File: src/rtl/sdr_parameters.sv
// ============================================================================
// Module      : sdr_parameters (package)
// Description : Shared SDRAM widths, timing constants, command codes and the
//               read-engine state type.
// Revision    : 1.0 - initial release
// ============================================================================
`default_nettype none

package sdr_parameters;

    localparam int ADDR_BITS = 12;
    localparam int ROW_BITS  = 12;
    localparam int COL_BITS  = 9;
    localparam int BA_BITS   = 2;
    localparam int DQ_BITS   = 8;
    localparam int CAS_LAT   = 3;
    localparam int T_RCD     = 3;
    localparam int T_RP      = 3;

    // {CS_n, RAS_n, CAS_n, WE_n}
    localparam logic [3:0] CMD_NOP  = 4'b0111;
    localparam logic [3:0] CMD_ACT  = 4'b0011;
    localparam logic [3:0] CMD_READ = 4'b0101;
    localparam logic [3:0] CMD_PRE  = 4'b0010;

    typedef enum logic [2:0] {
        RD_IDLE = 3'd0,
        RD_REQ  = 3'd1,
        RD_ACT  = 3'd2,
        RD_READ = 3'd3,
        RD_PRE  = 3'd4
    } rd_state_t;

endpackage

`default_nettype wire

File: src/rtl/sdram_rd_capture.sv
// ============================================================================
// Module      : sdram_rd_capture
// Description : Turns a burst-start pulse into four rFIFO writes of DQ data
//               sampled CAS_LAT cycles after each beat.
// Revision    : 1.0 - initial release
// ============================================================================
`default_nettype none

module sdram_rd_capture
    import sdr_parameters::*;
(
    input  logic               sdram_clk,
    input  logic               rst,
    input  logic               i_start,
    input  logic [DQ_BITS-1:0] i_dq,
    output logic               o_wr_en,
    output logic [DQ_BITS-1:0] o_wr_data,
    output logic               o_pipe_empty
);

    logic [1:0]         r_beat_cnt;
    logic [CAS_LAT-1:0] r_vld;
    logic               r_wr_en;
    logic [DQ_BITS-1:0] r_wr_data;
    logic               w_beat;

    // A beat is live on the start cycle and the three cycles after it.
    assign w_beat = i_start | (r_beat_cnt != 2'd0);

    always_ff @(posedge sdram_clk) begin
        if (rst) begin
            r_beat_cnt <= 2'd0;
            r_vld      <= '0;
            r_wr_en    <= 1'b0;
            r_wr_data  <= '0;
        end else begin
            if (i_start)
                r_beat_cnt <= 2'd3;
            else if (r_beat_cnt != 2'd0)
                r_beat_cnt <= r_beat_cnt - 2'd1;
            r_vld   <= {r_vld[CAS_LAT-2:0], w_beat};
            r_wr_en <= r_vld[CAS_LAT-1];
            if (r_vld[CAS_LAT-1])
                r_wr_data <= i_dq;
        end
    end

    assign o_wr_en      = r_wr_en;
    assign o_wr_data    = r_wr_data;
    assign o_pipe_empty = (r_beat_cnt == 2'd0) && (r_vld == '0) && !r_wr_en;

endmodule

`default_nettype wire

File: src/rtl/sdram_read.sv
// ============================================================================
// Module      : sdram_read
// Description : SDRAM read engine: ACT / back-to-back READ bursts / PRE per
//               row, yielding to auto-refresh at burst boundaries.
// Revision    : 1.0 - initial release
// ============================================================================
`default_nettype none

module sdram_read
    import sdr_parameters::*;
#(
    parameter int COL_ADDR_MAX = 7,
    parameter int ROW_MAX      = 1
) (
    input  logic                 sdram_clk,
    input  logic                 rst,
    input  logic                 rd_trig,
    input  logic                 aref_req,
    input  logic                 rd_en,
    input  logic [ADDR_BITS-1:0] rd_addr,
    input  logic [DQ_BITS-1:0]   sdram_dq_in,
    output logic                 rd_req,
    output logic [3:0]           rd_cmd,
    output logic [ADDR_BITS-1:0] addr_out,
    output logic [BA_BITS-1:0]   ba_out,
    output logic                 go_aref,
    output logic                 rd_done_all,
    output logic                 rfifo_wr_en,
    output logic [7:0]           rfifo_wr_data
);

    localparam int CNT_W = 4;
    localparam logic [CNT_W-1:0]    c_t_rcd       = CNT_W'(T_RCD);
    localparam logic [CNT_W-1:0]    c_t_rp        = CNT_W'(T_RP);
    localparam logic [COL_BITS-3:0] c_row_bursts  = (COL_BITS-2)'((COL_ADDR_MAX + 1) / 4);
    localparam logic [ROW_BITS-1:0] c_row_max     = ROW_BITS'(ROW_MAX);

    rd_state_t           r_state, w_next_state;
    logic [ROW_BITS-1:0] r_addr_row;
    logic [ROW_BITS-1:0] r_row_cnt;
    logic [COL_BITS-3:0] r_col_cnt;
    logic [CNT_W-1:0]    r_act_cnt;
    logic [CNT_W-1:0]    r_break_cnt;
    logic [1:0]          r_burst_cnt;
    logic                r_drain;
    logic                r_burst_issued;
    logic                r_aref_t;

    logic w_row_end, w_allow, w_boundary, w_start, w_stop;
    logic w_brk_done, w_done, w_go, w_pipe_empty;

    assign w_row_end  = (r_col_cnt == c_row_bursts);
    assign w_allow    = !w_row_end && !(r_aref_t && r_burst_issued);
    assign w_boundary = (r_state == RD_READ) && !r_drain && (r_burst_cnt == 2'd0);
    assign w_start    = w_boundary && w_allow;
    assign w_stop     = w_boundary && !w_allow;
    assign w_brk_done = (r_state == RD_PRE) && (r_break_cnt == c_t_rp);
    assign w_done     = w_brk_done && w_row_end && (r_row_cnt == c_row_max);
    assign w_go       = w_brk_done && !w_done && r_aref_t;

    always_comb begin
        w_next_state = r_state;
        rd_cmd       = CMD_NOP;
        addr_out     = '0;
        case (r_state)
            RD_IDLE: if (rd_trig) w_next_state = RD_REQ;
            RD_REQ:  if (rd_en)   w_next_state = RD_ACT;
            RD_ACT: begin
                if (r_act_cnt == '0) rd_cmd = CMD_ACT;
                addr_out = ADDR_BITS'(r_addr_row + r_row_cnt);
                if (r_act_cnt == c_t_rcd) w_next_state = RD_READ;
            end
            RD_READ: begin
                if (w_start) rd_cmd = CMD_READ;
                addr_out = ADDR_BITS'({r_col_cnt, 2'b00});
                // Stay in drain until the last captured byte has left.
                if ((r_drain || w_stop) && w_pipe_empty) w_next_state = RD_PRE;
            end
            RD_PRE: begin
                if (r_break_cnt == '0) rd_cmd = CMD_PRE;
                addr_out = ADDR_BITS'(12'h400);
                if (w_brk_done)
                    w_next_state = w_done ? RD_IDLE : (r_aref_t ? RD_REQ : RD_ACT);
            end
            default: w_next_state = RD_IDLE;
        endcase
    end

    always_ff @(posedge sdram_clk) begin
        if (rst) begin
            r_state        <= RD_IDLE;
            r_addr_row     <= '0;
            r_row_cnt      <= '0;
            r_col_cnt      <= '0;
            r_act_cnt      <= '0;
            r_break_cnt    <= '0;
            r_burst_cnt    <= 2'd0;
            r_drain        <= 1'b0;
            r_burst_issued <= 1'b0;
            r_aref_t       <= 1'b0;
        end else begin
            r_state <= w_next_state;
            if (w_go)     r_aref_t <= 1'b0;
            if (aref_req) r_aref_t <= 1'b1;
            case (r_state)
                RD_IDLE: if (rd_trig) begin
                    r_addr_row <= ROW_BITS'(rd_addr);
                    r_row_cnt  <= '0;
                    r_col_cnt  <= '0;
                end
                RD_ACT: begin
                    r_act_cnt      <= (r_act_cnt == c_t_rcd) ? '0 : r_act_cnt + 1'b1;
                    r_burst_issued <= 1'b0;
                    r_burst_cnt    <= 2'd0;
                    r_drain        <= 1'b0;
                end
                RD_READ: begin
                    if (!r_drain && !w_stop) r_burst_cnt <= r_burst_cnt + 2'd1;
                    if (!r_drain && r_burst_cnt == 2'd3) r_col_cnt <= r_col_cnt + 1'b1;
                    if (w_start) r_burst_issued <= 1'b1;
                    if (w_stop)  r_drain <= 1'b1;
                end
                RD_PRE: begin
                    r_break_cnt <= w_brk_done ? '0 : r_break_cnt + 1'b1;
                    // A finished row advances even when the refresh hand-off wins.
                    if (w_brk_done && !w_done && w_row_end) begin
                        r_row_cnt <= r_row_cnt + 1'b1;
                        r_col_cnt <= '0;
                    end
                end
                default: ;
            endcase
        end
    end

    sdram_rd_capture u_capture (
        .sdram_clk    (sdram_clk),
        .rst          (rst),
        .i_start      (w_start),
        .i_dq         (sdram_dq_in),
        .o_wr_en      (rfifo_wr_en),
        .o_wr_data    (rfifo_wr_data),
        .o_pipe_empty (w_pipe_empty)
    );

    assign rd_req      = (r_state == RD_REQ);
    assign ba_out      = '0;
    assign go_aref     = w_go;
    assign rd_done_all = w_done;

endmodule

`default_nettype wire

File: config.mk
export PLATFORM = sky130hd
export DESIGN_NAME = sdram_read
export DESIGN_NICKNAME = d
export VERILOG_FILES = /design/src/rtl/sdr_parameters.sv /design/src/rtl/sdram_rd_capture.sv /design/src/rtl/sdram_read.sv
export SDC_FILE = /design/constraint.sdc
export NUM_CORES = 1
export LEC_CHECK = 0
export CORE_MARGIN = 10
export CORE_UTILIZATION = 25
export CTS_CLUSTER_SIZE = 14
export DETAILED_ROUTE_END_ITERATION = 8
export GPL_ROUTABILITY_DRIVEN = 0
export GPL_TIMING_DRIVEN = 0
export PLACE_DENSITY = 0.48
export SYNTH_ARGS = -nofsm -noshare
export SYNTH_HDL_FRONTEND = slang
export SYNTH_SLANG_ARGS = --single-unit
File: constraint.sdc
create_clock -name sdram_clk -period 6.5 [get_ports sdram_clk]
set_clock_uncertainty 0.05 [all_clocks]
set_input_delay 1.3 -clock sdram_clk [delete_from_list [all_inputs] [get_ports sdram_clk]]
set_output_delay 1.3 -clock sdram_clk [all_outputs]
set_load 0.02 [all_outputs]
==> results by group <==
Run status
  – Outcome: complete, no violations

Setup path
  – Critical Path Stages: 8
  – Data arrival time of the critical path: 3.23 ns
  – RR Startpoint: r_break_cnt[1]
  – Worst Path Max Fanout: 8
  – Crit path cell chain: ha_1 > nor2b_1 > o31a_1 > o31ai_2 > a21boi_0 > or3_1 > a32o_1 > clkdlybuf4s50_1
  – R2R cell count: 7
  – Setup crit end kind: primary output
  – Critical setup path kind: register to primary output
  – Startpoint class of the critical path: register
  – CP Buf/Inv Count: 1
  – Slowest-stage cell, CP: clkdlybuf4s50_1
  – Reg2reg end: r_row_cnt[3]
  – Worst Path Required: 5.15 ns
  – CP peak stage delay: 0.54 ns
  – Crit-path leading delay family: compound AO/OA/AOI/OAI gates
  – Worst R2R Setup Slack: 4.11 ns

Synthesis
  – Most instantiated library cell after synthesis: dfxtp_1
  – Leading area contributor after synthesis: dfxtp_1
  – Commonest cells post-synth: 61 x dfxtp_1, 55 x nor2_1, 54 x nand2_1, 38 x a21oi_1, 22 x ha_1
  – Cell count after synthesis: 425
  – Post-synth ARST share: 0
  – Post-synth EDFFs: 0
  – Post-synth top flop: dfxtp_1
  – Cell Area, Synth: 3470 sq um
  – Post-synthesis cell type count: 62
  – Post-synthesis register bit count: 61
  – Top cell type's share of synthesized area: 0.3520
  – Seq/Total Area, Yosys: 0.3520
  – Synth warn: 0
  – Avg Inst Size Synth: 8.164 sq um
  – Area contributors post-synth: dfxtp_1 35%, ha_1 7.9%, nor2_1 6.0%

Route
  – Vias: 3207
  – DRT Pass-1 Iters: 4
  – Post-Route WL: 10350 um
  – Routed Antenna Nets: 0
  – DR vias/cell: 4.794
  – DR DRC count: 0
  – DRT iter0 DRCs: 171
  – Routed len/inst: 15.47 um

Placed design
  – Placed cell count: 653
  – Post-detailed-placement cell area: 4198 sq um
  – HPWL Detailed: 7979 um
  – IO buf count: 50

GRT
  – Total congestion overflow: 0
  – Vias in the first global route: 3206
  – First-pass GRT wire length: 16730 um
  – Antenna violations before repair: 0
  – Largest net degree at the start of global routing: 12
  – Total GRT Usage: 0.1120

Power
  – Power share of the sequential group: 0.319
  – Sw frac: 0.3301
  – Comb power frac: 0.297
  – Power, Total: 0.001369 W
  – Clock network power share: 0.384
  – LEAKAGE: 1.690 nW
  – Pwr Density: 302.7 nW/um^2
  – Pint: 0.0009173 W
  – Max IR drop VDD: 0.1221 mV
  – Switching Power: 0.0004520 W

Clock tree
  – CTS tree: yes
  – Clk root buf: clkbuf_16
  – Setup Buffers After CTS: 0
  – CTS clk-pin slew, worst paths: 0.06 ns
  – H-tree level count: 3
  – CTS Hold Bufs: 0
  – Worst-case clock buffer depth: 2
  – CTS buffer count: 9
  – CTS sink count: 61
  – PostCTS Resize Cnt: 0
  – Clock Latency Late Sink: 0.33 ns

Timing
  – Hold Vio Cnt, Final: 0
  – Crit path time final: 4.577 ns
  – Final-report setup violation count: 0
  – Setup TNS Final: 0 ns
  – Fmax achieved: 0.2185 GHz
  – Slew Limit Fails: 0
  – Worst Tran Pin Value: 0.7884 ns
  – Slew margin rel.: 0.4721
  – Fin crit share: 0.7042
  – RSZ-0062 raised after global routing: no

Floorplan
  – Die area: 18990 sq um
  – Die width: 137.8 um
  – Starting Density: 0.2589
  – Row count: 42
  – Core area: 13400 sq um
  – DIE HEIGHT: 137.8 um
  – Ports: 55

Final layout
  – Share of cells above drive strength 1: 0.07911
  – Antenna cells: 0
  – Post-route cell area: 4523 sq um
  – Final non-filler cell total: 669
  – Net count, final: 536
  – Synth-to-layout area growth: 30.36%

Hold path
  – Cells on Worst Hold Path: 2
  – Hold Startpoint: r_addr_row[9]
  – Hold EP: r_addr_row[9]
  – Min-delay worst type: register to register

Job
  – Max Cap Viol: 0
==> placed cells by master, fill, tap and decap left out, types with 7 or more instances in the layout <==
master	netlist	final
clkbuf_16	0	9
a21oi_1	38	38
nor2b_1	8	8
nor2_1	55	55
dfxtp_1	61	61
o21ai_0	15	15
nand3_1	7	7
nand2_1	54	54
nand4_1	7	7
nor3_1	7	7
ha_1	22	22
inv_1	19	19
clkdlybuf4s50_1	0	50
mux2i_1	10	10
clkbuf_1	13	13
==> registers in the layout, summed over array words and instances, names as in the netlist <==
register,cells
r_act_cnt,4
r_col_cnt,7
u_capture.o_wr_data,8
r_burst_cnt,2
r_row_cnt,12
u_capture.r_beat_cnt,2
u_capture.o_wr_en,1
r_aref_t,1
r_break_cnt,4
r_state,3
u_capture.r_vld,3
r_burst_issued,1
r_addr_row,12
r_drain,1
==> worst max-delay path by stage <==
stage,from,to
final,r_row_cnt[2],addr_out[8]
after global routing,r_row_cnt[2],addr_out[8]
after CTS,r_row_cnt[2],addr_out[8]
after detailed placement,r_row_cnt[2],addr_out[8]
after global placement,r_row_cnt[2],addr_out[8]
after floorplan,r_row_cnt[0],addr_out[10]
==> stage by stage <==
stage          setup slack [ns]  utilization  hold slack [ns]
2_1_floorplan             3.044            -           0.3795
3_3_place_gp              2.318       0.3133           0.3954
3_5_place_dp              2.296       0.3133           0.3999
4_1_cts                   1.920       0.3375           0.4078
5_1_grt                   1.824       0.3375           0.4286
6_report                  1.923       0.3375           0.4114
==> power groups by stage <==
| stage | logic, W | clock network [W] | registers, W |
|---|---|---|---|
| 2_1_floorplan | 0.000274 | 0 | 0.000442 |
| 3_3_place_gp | 0.000403 | 0 | 0.000444 |
| 3_5_place_dp | 0.000409 | 0 | 0.000445 |
| 4_1_cts | 0.000411 | 0.000536 | 0.000438 |
| 5_1_grt | 0.000451 | 0.000556 | 0.000443 |
| 6_report | 0.000407 | 0.000525 | 0.000437 |
==> worst min-delay path, cell delays in order, from the launching register on <==
cell and delay (ns):
dfxtp_1 0.31, nand2_1 0.05, a21oi_1 0.05
==> metal layers <==
| layer | wire, um | GRT usage | vias up |
|---|---|---|---|
| li1 | - | - | 1635 |
| met1 | 4727 | 0.1363 | 1515 |
| met2 | 4965 | 0.1831 | 51 |
| met3 | 548 | 0.03168 | 6 |
| met4 | 111 | 0.04229 | 0 |
| met5 | 0 | 0 | - |
==> logic make-up after synthesis <==
family | synth area share
XOR/XNOR | 0.03029
buffers and inverters | 0.04616
AO/OA/AOI/OAI | 0.1933
adder cells (fa/ha/maj) | 0.08511
flip-flops | 0.3520
other | 0.001081
AND/OR/NAND/NOR | 0.2568
multiplexers | 0.03534
==> cell type report <==
class / instances / area (sq um)
multi-input cells: 328 / 2096
clock buffers: 10 / 239.0
clock inverters: 6 / 86.33
fillers: 1399 / 8877
plain buffers: 19 / 88.84
repair buffers: 50 / 500.5
flip-flops and latches: 61 / 1221
inverters: 19 / 71.32
well taps: 176 / 220.2
No activity file was read; power rests on OpenSTA's default activity.
